File: src/rtl/acs_scheduler.sv
// Shared add-compare-select scheduler: one trellis state per clock, double-buffered path metrics.
// Optional ACS_NORM_EN: subtract 128 from all valid metrics at the bank swap when all have bit 7 set.
module acs_scheduler #(
  parameter  int NSTATES = 8,
  localparam int SW      = $clog2(NSTATES)
) (
  input  logic               clk,
  input  logic               rst,
  input  logic               sym_valid,
  output logic               sym_ready,
  input  logic [1:0]         sym_data,
  input  logic               frame_start,
  output logic [SW-1:0]      bm_state,
  output logic [1:0]         bm_sym,
  input  logic [1:0]         bm_0,
  input  logic [1:0]         bm_1,
  output logic               acs_p0_valid,
  output logic               acs_p1_valid,
  output logic [1:0]         acs_p0_bmc,
  output logic [1:0]         acs_p1_bmc,
  output logic [7:0]         acs_p0_pmc,
  output logic [7:0]         acs_p1_pmc,
  input  logic               acs_sel,
  input  logic               acs_valid,
  input  logic [7:0]         acs_cost,
  output logic               surv_valid,
  input  logic               surv_ready,
  output logic [NSTATES-1:0] surv_bits,
  output logic [SW-1:0]      best_state,
  output logic [7:0]         best_metric
);

  typedef enum logic [1:0] {IDLE, RUN, DONE} state_t;

  state_t             state;
  logic [SW-1:0]      cnt;
  logic               fs_q;
  logic [1:0]         sym_q;
  logic               best_found;
  logic [NSTATES-1:0] old_v;
  logic [NSTATES-1:0] new_v;
  logic [7:0]         old_m [NSTATES];
  logic [7:0]         new_m [NSTATES];

  logic [SW-1:0] p0_idx, p1_idx;
  logic          p0_v, p1_v;
  logic [7:0]    p0_m, p1_m;
  logic          in_run;

  assign p0_idx   = {cnt[SW-2:0], 1'b0};
  assign p1_idx   = {cnt[SW-2:0], 1'b1};
  assign in_run   = (state == RUN);
  assign bm_state = cnt;
  assign bm_sym   = sym_q;

  // A frame start reads the old bank as the init image: only state 0 valid, all metrics zero.
  always_comb begin
    p0_v = fs_q ? (p0_idx == '0) : old_v[p0_idx];
    p1_v = fs_q ? (p1_idx == '0) : old_v[p1_idx];
    p0_m = fs_q ? 8'd0 : old_m[p0_idx];
    p1_m = fs_q ? 8'd0 : old_m[p1_idx];
  end

  assign acs_p0_valid = in_run & p0_v;
  assign acs_p1_valid = in_run & p1_v;
  assign acs_p0_pmc   = in_run ? p0_m : 8'd0;
  assign acs_p1_pmc   = in_run ? p1_m : 8'd0;
  assign acs_p0_bmc   = in_run ? bm_0 : 2'd0;
  assign acs_p1_bmc   = in_run ? bm_1 : 2'd0;

`ifdef ACS_NORM_EN
  logic norm_all;
  always_comb begin
    norm_all = 1'b1;
    for (int i = 0; i < NSTATES; i++)
      if (new_v[i] && !new_m[i][7]) norm_all = 1'b0;
  end
`endif

  always_ff @(posedge clk) begin
    if (rst) begin
      state       <= IDLE;
      cnt         <= '0;
      fs_q        <= 1'b0;
      sym_q       <= 2'd0;
      sym_ready   <= 1'b1;
      surv_valid  <= 1'b0;
      surv_bits   <= '0;
      best_state  <= '0;
      best_metric <= 8'd0;
      best_found  <= 1'b0;
      for (int i = 0; i < NSTATES; i++) begin
        old_v[i] <= (i == 0);
        new_v[i] <= (i == 0);
        old_m[i] <= 8'd0;
        new_m[i] <= 8'd0;
      end
    end else begin
      case (state)
        IDLE: begin
          if (sym_valid) begin
            sym_q       <= sym_data;
            fs_q        <= frame_start;
            cnt         <= '0;
            best_state  <= '0;
            best_metric <= 8'd0;
            best_found  <= 1'b0;
            sym_ready   <= 1'b0;
            state       <= RUN;
          end
        end
        RUN: begin
          new_v[cnt]     <= acs_valid;
          new_m[cnt]     <= acs_valid ? acs_cost : 8'd0;
          surv_bits[cnt] <= acs_valid & acs_sel;
          // Strict less-than keeps the lowest index among equal metrics.
          if (acs_valid && (!best_found || acs_cost < best_metric)) begin
            best_state  <= cnt;
            best_metric <= acs_cost;
            best_found  <= 1'b1;
          end
          if (cnt == SW'(NSTATES - 1)) begin
            surv_valid <= 1'b1;
            state      <= DONE;
          end else begin
            cnt <= cnt + 1'b1;
          end
        end
        DONE: begin
          if (surv_ready) begin
            surv_valid <= 1'b0;
            sym_ready  <= 1'b1;
            state      <= IDLE;
            for (int i = 0; i < NSTATES; i++) begin
              old_v[i] <= new_v[i];
`ifdef ACS_NORM_EN
              old_m[i] <= (norm_all && new_v[i]) ? {1'b0, new_m[i][6:0]} : new_m[i];
`else
              old_m[i] <= new_m[i];
`endif
            end
          end
        end
        default: state <= IDLE;
      endcase
    end
  end

endmodule

File: config.mk
export PLATFORM = sky130hd
export DESIGN_NAME = acs_scheduler
export DESIGN_NICKNAME = d
export VERILOG_FILES = /design/src/rtl/acs_scheduler.sv
export SDC_FILE = /design/constraint.sdc
export NUM_CORES = 1
export LEC_CHECK = 0
export CORE_AREA = 2 2 117 119
export DETAILED_ROUTE_END_ITERATION = 10
export DIE_AREA = 0 0 119 121
export PLACE_DENSITY = 0.79
export SETUP_SLACK_MARGIN = 0.3
export SYNTH_ARGS = -nofsm -noshare
export SYNTH_HDL_FRONTEND = slang
export SYNTH_SLANG_ARGS = --single-unit
File: constraint.sdc
create_clock -name clk -period 3.65 [get_ports clk]
set_clock_uncertainty 0.1 [all_clocks]
set_input_delay 0.73 -clock clk [delete_from_list [all_inputs] [get_ports clk]]
set_output_delay 0.73 -clock clk [all_outputs]
set_load 0.005 [all_outputs]
# After elaboration in Yosys (flattened, before gate mapping)
# Memory sizes are Yosys's and may differ from the RTL's. A register that Yosys moved wholly into a read port is not among the register bits.
# Index checks and enable logic that the tools add are counted.
# W data, S select, Z words.
# word_totals
reg_bits	46
out_inout_bits	48
elab_cells	118
input_bits	21
mem_bits_rw	128
n_memories	2
# memory_table
name	depth	word_bits	rd	rd_ports_with_merged_regs	write_ports	line_no	text
new_m	8	8	8	0	8	43	logic [7:0] new_m [NSTATES];
old_m	8	8	2	2	8	42	logic [7:0] old_m [NSTATES];
# classes
n_reduce_logical	18
bitwise_logic	11
addsub	1
muxes	61
order_cmp	5
n_eq_ne	8
# op_table
op	n
$mux W8	16
$mux W3	8
$mux W1	20
$bwmux W8	2
$pmux W8 S2	1
$reduce_and A3 Y1	5
$lt A3 B4 Y1 const B	3
$pmux W3 S2	2
$mux W2	5
$lt A8 B8 Y1	1
$or A1 B1 Y1	8
$reduce_or A8 Y1	1
$logic_not A3 Y1	2
$ne A2 B2 Y1 const B	3
$pmux W1 S2	3
$pmux W2 S3	1
$reduce_bool A2 Y1	3
$bmux W1 S2	2
$ne A2 B1 Y1 const B	2
$reduce_and A2 Y1	2
$add A3 B1 Y3 const B	1
$and A1 B1 Y1	3
$demux W1 S3	1
$eq A3 B3 Y1 const B	1
7 further kinds	8

# Longest topological paths before layout
# Gate-level depths: netlist of the first run.
# logic_depth
ltp_word	6
ltp_mapped	8
ltp_nobuf	7

# Worst setup path after synthesis of the first run
# Ideal clock, no wire load.
# synth_timing
path_type	input -> register
startpoint	input surv_ready
endpoint	memory old_m[0][0], enable pin
setup_ns	0.419
arrival_ns	2.428
stages	4
n_path_buf	1
path_slack_ns	0.704
path_cell_list	nand3b_1 > and2_1 > clkbuf_1 > inv_1
# synth_lines
element	line_no	text
from (decl)	27	input logic surv_ready,
to (decl)	42	

# Final worst setup path of the first run
# layout_timing
startpoint	register cnt[0] (netlist: bm_state[0])
endpoint	output acs_p0_valid
# layout_between
elab_chain_len	4
# layout_lines
element	line_no	text
from (decl)	36	logic [SW-1:0] cnt;
from (signal assigned)	126	cnt <= cnt + 1'b1;
$bmux W1 S2	58	p0_v = fs_q ? (p0_idx == '0) : old_v[p0_idx];
$mux W1 (not written as such)	58	
$mux W1 *	58	
$and A1 B1 Y1 *	64	assign acs_p0_valid = in_run & p0_v;
to (decl)	17	output logic acs_p0_valid,
# Mark *: on every way between the ends. The rest lies on a longest branch, timed or not. The select of a mux whose other input is x is not followed.

==> results of run 1 <==
tightest hold or removal path, stage by stage (launching register included):
cell and delay, ps:
dfxtp_1 310, nand2_1 50, nand2_1 40
power by group:
| part | leakage (nW) | total (mW) | internal (mW) | switching (mW) |
|---|---|---|---|---|
| combinational | 1.23 | 0.282 | 0.127 | 0.155 |
| sequential | 1.72 | 2.23 | 2.21 | 0.0267 |
| clock | 0.251 | 1.59 | 0.866 | 0.727 |
| total | 3.20 | 4.11 | 3.20 | 0.909 |
final timing paths:
kind                            depth (start not counted)            to  slack [ps]
worst max-delay path                                    4  acs_p0_valid         490
worst min register to register                          2     sym_ready         350
worst max register to register                          3   new_m[2][6]        1400
worst min-delay path                                    2     sym_ready         350
layout make-up:
class	count	area, um2
clock inverter	14	93.8
inverter	16	60.1
tap	176	220
clock buffer	18	429
sequential	176	4800
multi-input combinational	328	2410
timing repair buffer	82	798
fill	899	4260
cells by family (layout without fill, tap and decap cells):
family	Yosys count	in the layout
simple gates	231	231
flops	176	176
fa+ha+maj	10	10
compound gates	59	59
mux	28	28
buf+inv	43	130
metrics by stage:
stage / setup WS (ps) / util
6_report: 493 / 0.674
5_1_grt: 416 / 0.674
4_1_cts: 500 / 0.674
3_5_place_dp: 582 / 0.634
3_3_place_gp: 642 / 0.634
2_1_floorplan: 704 / -
sequential cells by signal, summed over array words and instances, names as in the netlist, 2 cells and up, named ones only:
register     flops
new_v            8
best_state       3
best_metric      8
surv_bits        8
bm_sym           2
state            2
new_m           64
old_m           64
bm_state         3
old_v            8
placed cells by master, fill, tap and decap left out, types with 3 or more instances in the layout:
cell type | netlist | routed
edfxtp_1 | 128 | 128
and2_1 | 118 | 118
clkdlybuf4s50_1 | 0 | 68
dfxtp_1 | 48 | 48
nor2b_1 | 34 | 34
nor2_1 | 28 | 27
mux4_2 | 18 | 18
clkbuf_16 | 0 | 17
nand2_1 | 16 | 16
inv_1 | 16 | 15
a21oi_1 | 15 | 15
nand3_1 | 13 | 13
buf_4 | 3 | 13
mux2i_1 | 10 | 10
ha_1 | 10 | 10
o211ai_1 | 9 | 9
o21ai_0 | 7 | 7
a22o_1 | 7 | 7
o22ai_1 | 4 | 4
a31o_2 | 4 | 4
clkinv_2 | 0 | 4
nand2b_1 | 3 | 3
nand4_1 | 3 | 3
a22oi_1 | 3 | 3
clkinv_4 | 0 | 3
clkinvlp_4 | 0 | 3
per-layer routing:
| metal | routed length (um) | up-vias | GRT usage |
|---|---|---|---|
| met5 | 0 | - | 0 |
| met4 | 569 | 0 | 0.109 |
| met3 | 844 | 26 | 0.0540 |
| met2 | 7440 | 162 | 0.380 |
| met1 | 6090 | 2163 | 0.263 |
| li1 | - | 2107 | - |
==> metrics.md, run 1 <==
| Metric | Value |
|---|---|
| Synth Area in Compound Gates | 0.0583 |
| Dpl cells | 778 |
| Area share of the largest cell type after synthesis | 0.519 |
| First-pass GRT wire length | 24000 um |
| Least-Margin Pin Slew | 710 ps |
| Top FF cell, synth | edfxtp_1 |
| Remaining global-route overflow | 0 |
| Final setup viols | 0 |
| Top post-synthesis cells by area | edfxtp_1 (52%), dfxtp_1 (13%), and2_1 (10%) |
| Share of layout cells above drive strength 1 | 0.123 |
| Simple-gate share of the synthesized area | 0.182 |
| Total GRT Usage | 0.222 |
| VDD IR-drop max | 0.000305 V |
| Initial Utilization | 0.566 |
| Number of diodes | 0 |
| Post-synthesis register bit count | 176 |
| Row cnt | 42 |
| EDFF count, synth | 128 |
| Setup TNS | 0 ps |
| Final period util | 0.865 |
| Crit path max-delay cell type | dfxtp_1 |
| Final Max Tran Viols | 0 |
| Leakage power figure | 3.20 nW |
| FFs w/ async S/R, synth | 0 |
| Synthesis Warnings | 0 |
| # IOs | 69 |
| Clock sinks | 176 |
| Critical Path RT | 2820 ps |
| CP cell instances | mux4_2 > mux2i_1 > nor2_1 > clkdlybuf4s50_1 |
| RSZ-0062 raised after global routing | no |
| Syn Area/Cell | 13.5 um2 |
| Worst slew margin | 0.525 |
| Reg-to-reg critical path startpoint | bm_state[1] |
| Via count | 4458 |
| GP Congestion | 0.881 |
| Die area | 14400 um2 |
| Register area share after synthesis | 0.649 |
| Antenna violations before repair | 0 |
| CTS tree | yes |
| Die Width | 119 um |
| Final Hold Fails | 0 |
| Crit start category | register |
| WP buf/inv | 1 |
| Clk_lat worst skew | 420 ps |
| Worst path max stage delay | 650 ps |
| Finished layout cell area | 8820 um2 |
| Most common cell in the synthesized netlist | edfxtp_1 |
| DR WL/cell | 18.4 um |
| Largest net degree at the start of global routing | 66 |
| Status | complete, no violations |
| Commonest cells in the synthesized netlist | edfxtp_1 (128), and2_1 (118), dfxtp_1 (48) |
| Max Fclk | 0.317 GHz |
| Post-CTS setup repair buffer count | 0 |
| TritonRoute pass-1 iters | 5 |
| Detailed-route wire length | 14900 um |
| Nets | 652 |
| Post-DRT Antenna Nets | 0 |
| Clock period minus final worst setup slack | 3160 ps |
| CP endpoint kind | output port |
| Die height | 121 um |
| Crit path from | bm_state[0] |
| CTS Buffer Depth | 2 |
| Clk slew on worst S/H paths | 60 ps |
| Yosys cell types | 43 |
| Final Total Pwr | 4.11 mW |
| Cts repair resizes | 0 |
| Post-synthesis cell count | 547 |
| CTS Buf Count | 17 |
| XOR/XNOR Fraction of Synth Area | 0 |
| Drt initial violations | 219 |
| Largest family of logic cells by synthesized area | simple AND/OR/NAND/NOR gates |
| Fin cells | 810 |
| Vias in the first global route | 4555 |
| DPL Wire Length | 9550 um |
| Min-delay worst type | reg -> reg |
| PwrDens | 466 nW/um2 |
| Clock root cell | clkbuf_16 |
| Synthesized area | 7400 um2 |
| Min-Delay Startpoint | sym_ready |
| Crit-path max FO | 12 |
| Cts hold-fix bufs | 0 |
| Core area | 13100 um2 |
| Number of vias per cell | 5.50 |
| CP delay by family, top | multiplexers |
| Yosys top cell by area | edfxtp_1 |
| Area Growth Syn to Fin | 19.2% |
| DRC viols | 0 |
| Critical Path AT | 2330 ps |
| PortBufs | 68 |
| Critical path class | reg -> out |
| Adder-cell share of the synthesized area | 0.0169 |
| Final hold slack | 350 ps |
| Post-synthesis mux area share | 0.0683 |
| Post-Syn Nets | 578 |
| Max cap viols | 0 |
| # H-tree levels | 4 |
| Placed cell areas | 8300 um2 |
Note: power is estimated with default switching activity, not from simulation.
==> run 2, diff against run 1 <==
--- a/config.mk
+++ b/config.mk
@@ -8,7 +8,7 @@
 export CORE_AREA = 2 2 117 119
 export DETAILED_ROUTE_END_ITERATION = 10
 export DIE_AREA = 0 0 119 121
-export PLACE_DENSITY = 0.79
+export PLACE_DENSITY = 0.87
 export SETUP_SLACK_MARGIN = 0.3
 export SYNTH_ARGS = -nofsm -noshare
 export SYNTH_HDL_FRONTEND = slang
==> metrics.md, run 2 (same netlist as run 1, synthesis figures left out) <==
| Metric | Value |
|---|---|
| Status | complete, no violations |
| DR WL/cell | 19.3 um (+4.6%) |
| # H-tree levels | 4 (unchanged) |
| Largest net degree at the start of global routing | 66 (unchanged) |
| # IOs | 69 (unchanged) |
| Initial Utilization | 0.566 (unchanged) |
| Post-Route Utilization | 0.675 (+0.00124) |
| Most common cell after layout, fill and taps aside | edfxtp_1 |
| Remaining global-route overflow | 0 (unchanged) |
| Antenna violations before repair | 0 (unchanged) |
| GRT met1 Usage | 0.282 (+0.0187) |
| GRT met3 Usage | 0.0573 (+0.00329) |
| Worst path max stage delay | 630 ps (-20 ps) |
| Commonest non-fill, non-tap cells in the layout | edfxtp_1 (128), and2_1 (118), clkdlybuf4s50_1 (68) |
| Clock share of power | 0.396 (+0.008) |
| DPL Wire Length | 10000 um (+5.1%) |
| First-pass GRT wire length | 24700 um (+3.0%) |
| # fillers | 847 (-5.8%) |
| Cts repair resizes | 0 (unchanged) |
| VDD IR-drop max | 0.000303 V (-0.46%) |
| Die height | 121 um (unchanged) |
| CP cell instances | mux4_2 > mux2i_1 > nor2_1 > clkdlybuf4s50_1 |
| Drt initial violations | 378 (+73%) |
| Placed cell areas | 8300 um2 (unchanged) |
| Biggest regs | new_m: 64 flops, old_m: 64 flops |
| RSZ-0062 raised after global routing | no |
| R2R cell count | 3 (unchanged) |
| Final Hold Fails | 0 (unchanged) |
| Worst slew margin | 0.502 (-0.0231) |
| Leakage power figure | 3.21 nW (+0.49%) |
| DRC viols | 0 (unchanged) |
| Final Total Pwr | 4.17 mW (+1.4%) |
| PwrDens | 472 nW/um2 (+1.3%) |
| Least-Margin Pin Slew | 744 ps (+34.5 ps) |
| Core area | 13100 um2 (unchanged) |
| Clk slew on worst S/H paths | 60 ps (about the same) |
| Critical path class | reg -> out |
| Via count | 4596 (+3.1%) |
| Crit path max-delay cell type | dfxtp_1 |
| Max Fclk | 0.316 GHz (-0.17%) |
| Net Switching | 0.921 mW (+1.3%) |
| CTS Buffer Depth | 2 (unchanged) |
| Critical Path RT | 2820 ps (about the same) |
| Clk_lat worst skew | 420 ps (about the same) |
| Crit-path max FO | 12 (unchanged) |
| Critical Path Stages | 4 (unchanged) |
| Sw Share | 0.221 (about the same) |
| Post-DRT Antenna Nets | 0 (unchanged) |
| Setup TNS | 0 ps (unchanged) |
| Die Width | 119 um (unchanged) |
| Area Growth Syn to Fin | 19.4% |
| Clock sinks | 176 (unchanged) |
| TritonRoute pass-1 iters | 5 (unchanged) |
| Crit path from | bm_state[0] |
| Seq pwr share | 0.536 (-0.008) |
| Final Max Tran Viols | 0 (unchanged) |
| Worst R2R End | new_m[2][7] |
| Reg-to-reg critical path startpoint | bm_state[1] |
| Min-delay worst type | reg -> reg |
| Number of vias per cell | 5.67 (+3.1%) |
| Comb pwr share | 0.068 (about the same) |
| Final setup viols | 0 (unchanged) |
| Critical Path AT | 2330 ps (about the same) |
| Number of diodes | 0 (unchanged) |
| Share of layout cells above drive strength 1 | 0.125 (+0.00158) |
| Total GRT Usage | 0.230 (+0.00806) |
| Cts hold-fix bufs | 0 (unchanged) |
| Final period util | 0.866 (+0.00145) |
| Max cap viols | 0 (unchanged) |
| Final hold slack | 356 ps (+5.72 ps) |
| CTS tree | yes |
| Row cnt | 42 (unchanged) |
| WP buf/inv | 1 (unchanged) |
| Detailed-route wire length | 15600 um (+4.6%) |
| Worst setup path end | acs_p0_valid |
| Clock period minus final worst setup slack | 3160 ps (+5.31 ps) |
| Nets | 652 (unchanged) |
| Clock root cell | clkbuf_16 |
| CP endpoint kind | output port |
| Die area | 14400 um2 (unchanged) |
| Grt peak-use layer | met2 |
| CTS Buf Count | 17 (unchanged) |
| PortBufs | 68 (unchanged) |
| Post-CTS setup repair buffer count | 0 (unchanged) |
| Finished layout cell area | 8840 um2 (+0.18%) |
| Reg2reg setup slack | 1400 ps (about the same) |
| Crit start category | register |
| Internal power | 3.25 mW (+1.5%) |
| Vias in the first global route | 4704 (+3.3%) |
| GP Congestion | 0.852 (-3.3%) |
| CP delay by family, top | multiplexers |
| Met2 Resource Use GR | 0.376 (-0.00359) |
-- run 2: area by class of cell --
class                      count  area, um2  share of cell area
clock buffer                  20        458              0.0518
clock inverter                12       81.3             0.00920
inverter                      16       60.1             0.00680
multi-input combinational    328       2410               0.273
sequential                   176       4800               0.544
tap                          176        220              0.0249
timing repair buffer          82        798              0.0903
-- run 2: worst register-to-register path, stage by stage, from the launching register on --
cell	delay, ps
dfxtp_1	620
nand2b_1	290
or3_1	460
nand2_1	410
-- run 2: worst min path at each step --
| stage | startpoint | end | slack (ps) | depth (start not counted) |
|---|---|---|---|---|
| after floorplan | new_v[0] | old_v[0] | 320 | 2 |
| after global placement | sym_ready | sym_ready | 340 | 2 |
| after detailed placement | sym_ready | sym_ready | 350 | 2 |
| after CTS | sym_ready | sym_ready | 360 | 2 |
| after global routing | sym_ready | sym_ready | 380 | 2 |
| final | sym_ready | sym_ready | 360 | 2 |
-- run 2: through the flow --
step           cells  worst slack (ps)
2_1_floorplan    547               704
3_5_place_dp     778               589
4_1_cts          810               504
3_3_place_gp     778               691
6_report         810               488
5_1_grt          810               400
-- run 2: power by group through the flow --
stage          combinational [mW]  clock [mW]  sequential (mW)
3_3_place_gp                0.274           0             2.27
4_1_cts                     0.284        1.66             2.23
5_1_grt                     0.305        1.74             2.24
2_1_floorplan               0.157           0             2.27
6_report                    0.282        1.65             2.23
3_5_place_dp                0.282           0             2.28
-- run 2: routing by layer --
layer  vias up  share of wire
met4         0          0.036
met2       215           0.50
met5         -              0
met3        41          0.077
li1       2110              -
met1      2230           0.39
==> run 3, diff against run 2 <==
--- a/config.mk
+++ b/config.mk
@@ -5,10 +5,11 @@
 export SDC_FILE = /design/constraint.sdc
 export NUM_CORES = 1
 export LEC_CHECK = 0
-export CORE_AREA = 2 2 117 119
+export CORE_AREA = 2 2 158 160
 export DETAILED_ROUTE_END_ITERATION = 10
-export DIE_AREA = 0 0 119 121
-export PLACE_DENSITY = 0.87
+export DIE_AREA = 0 0 160 162
+export GPL_TIMING_DRIVEN = 0
+export PLACE_DENSITY = 0.56
 export SETUP_SLACK_MARGIN = 0.3
 export SYNTH_ARGS = -nofsm -noshare
 export SYNTH_HDL_FRONTEND = slang
==> metrics.md, run 3 (same netlist as run 1, synthesis figures left out) <==
| Metric | Value |
|---|---|
| Status | complete, no violations |
| Critical Path RT | 2820 ps (about the same) |
| Most common cell after layout, fill and taps aside | edfxtp_1 |
| Die Width | 160 um (+34%) |
| CTS Buffer Depth | 2 (unchanged) |
| Clk_lat worst skew | 420 ps (about the same) |
| VDD IR-drop max | 0.000329 V (+8.4%) |
| Vias in the first global route | 4660 (-0.94%) |
| # IOs | 69 (unchanged) |
| Min-Delay Startpoint | sym_ready |
| CP cell instances | clkbuf_4 > buf_6 > mux4_2 > nor2b_1 > clkdlybuf4s50_1 |
| Final Total Pwr | 4.35 mW (+4.3%) |
| Setup TNS | 0 ps (unchanged) |
| DRC viols | 0 (unchanged) |
| Number of diodes | 0 (unchanged) |
| Share of layout cells above drive strength 1 | 0.123 (-0.00134) |
| Reg2reg setup slack | 1210 ps (-190 ps) |
| Final Worst Setup Slack | 454 ps (-34.3 ps) |
| Worst R2R End | new_m[5][6] |
| PortBufs | 68 (unchanged) |
| Final setup viols | 0 (unchanged) |
| Commonest non-fill, non-tap cells in the layout | edfxtp_1 (128), and2_1 (118), clkdlybuf4s50_1 (68) |
| Dpl cells | 941 (+21%) |
| Via count | 4452 (-3.1%) |
| Die area | 25900 um2 (+80%) |
| DPL Wire Length | 11900 um (+18%) |
| Pre-CTS setup slack | 470 ps (-120 ps) |
| DR WL/cell | 17.4 um (-9.9%) |
| Worst slew margin | 0.306 (-0.196) |
| GP Congestion | 0.801 (-5.9%) |
| CP endpoint kind | output port |
| Min-Delay Endpoint | sym_ready |
| CTS tree | yes |
| # H-tree levels | 4 (unchanged) |
| Post-CTS setup repair buffer count | 0 (unchanged) |
| Total GRT Usage | 0.137 (-0.0930) |
| Finished layout cell area | 9120 um2 (+3.2%) |
| Worst path max stage delay | 520 ps (-110 ps) |
| Row cnt | 57 (+36%) |
| Remaining global-route overflow | 0 (unchanged) |
| Core area | 24100 um2 (+84%) |
| Die height | 162 um (+34%) |
| Reg-to-reg critical path startpoint | state[0] |
| Biggest regs | new_m: 64 flops, old_m: 64 flops |
| Critical Path AT | 2370 ps (+40 ps) |
| Final period util | 0.876 (+0.00940) |
| Number of vias per cell | 4.58 (-19%) |
| Clock sinks | 176 (unchanged) |
| TritonRoute pass-1 iters | 4 (-1) |
| Placed cell areas | 8510 um2 (+2.6%) |
| RSZ-0062 raised after global routing | no |
| Final Hold Fails | 0 (unchanged) |
| Initial Utilization | 0.307 (-0.259) |
| Clock root cell | clkbuf_16 |
| Critical path class | reg -> out |
| Clock period minus final worst setup slack | 3200 ps (+34.3 ps) |
| Crit start category | register |
| R2R cell count | 4 (+1) |
| Clk slew on worst S/H paths | 60 ps (about the same) |
| PwrDens | 477 nW/um2 (+1.1%) |
| Area Growth Syn to Fin | 23.2% |
| Drt initial violations | 374 (-1.1%) |
| First-pass GRT wire length | 26600 um (+7.5%) |
| Leakage power figure | 3.24 nW (+0.82%) |
| Crit path max-delay cell type | mux4_2 |
| Worst Hold Path Cells | 2 (unchanged) |
| Detailed-route wire length | 16900 um (+8.2%) |
| CTS Buf Count | 17 (unchanged) |
| Max cap viols | 0 (unchanged) |
| Final Max Tran Viols | 0 (unchanged) |
| Crit-path max FO | 10 (-2) |
| Max Fclk | 0.313 GHz (-1.1%) |
| Largest net degree at the start of global routing | 36 (-45%) |
| Least-Margin Pin Slew | 1030 ps (+290 ps) |
| Antenna violations before repair | 0 (unchanged) |
| Fin cells | 973 (+20%) |
| Min-delay worst type | reg -> reg |
| Post-DRT Antenna Nets | 0 (unchanged) |
| Nets | 667 (+2.3%) |
==> run 3: per-layer routing <==
metal,vias up,share of wire,GRT usage,wire length [um]
met5,-,0,0,0
met3,10,0.053,0.0312,897
met1,2182,0.45,0.177,7530
li1,2140,-,-,-
met4,0,0.013,0.0512,214
met2,120,0.49,0.226,8260
==> run 3: final cells by class <==
class                           count  area (um2)
Fill cell                        2345       15000
Sequential cell                   176        4800
Multi-Input combinational cell    328        2410
Timing Repair Buffer               70         708
Clock buffer                       19         433
Tap cell                          324         405
Clock inverter                     13         163
Buffer                             27         133
Inverter                           16        60.1
==> run 3: power breakdown <==
part / internal (mW) / switching (mW) / total (mW) / leakage, nW
registers: 2.21 / 0.0212 / 2.23 / 1.72
clock network: 1.08 / 0.755 / 1.83 / 0.269
logic: 0.127 / 0.163 / 0.290 / 1.25
total: 3.41 / 0.939 / 4.35 / 3.24
==> run 3: critical path, delay by kind of cell, from the launching register on <==
| family | cells | cell delay [ps] |
|---|---|---|
| buffers and inverters | 3 | 920 |
| DFF | 1 | 330 |
| muxes | 1 | 520 |
| and+or+nand+nor | 1 | 150 |
==> run 3: worst max-delay path by stage <==
| stage | startpoint | end | slack, ps | depth (start not counted) |
|---|---|---|---|---|
| 2_1_floorplan | surv_ready | old_m[0][0] | 700 | 4 |
| 3_3_place_gp | surv_ready | old_m[6][1] | -440 | 5 |
| 3_5_place_dp | acs_cost[1] | best_state[1] | 470 | 8 |
| 4_1_cts | state[0] | acs_p1_pmc[2] | 310 | 5 |
| 5_1_grt | register | acs_p1_pmc[1] | 320 | 5 |
| 6_report | register | acs_p1_pmc[2] | 450 | 5 |
==> run 3: metrics by stage <==
stage          utilization  hold slack [ps]
2_1_floorplan            -              324
3_3_place_gp         0.352              352
3_5_place_dp         0.353              340
4_1_cts              0.378              359
5_1_grt              0.378              382
6_report             0.378              356
==> run 3: repair_timing <==
item | CTS | global route
hold buffers | 0 | 0
setup endpoints to repair | 10 | 10
resized for setup | 3 | 2
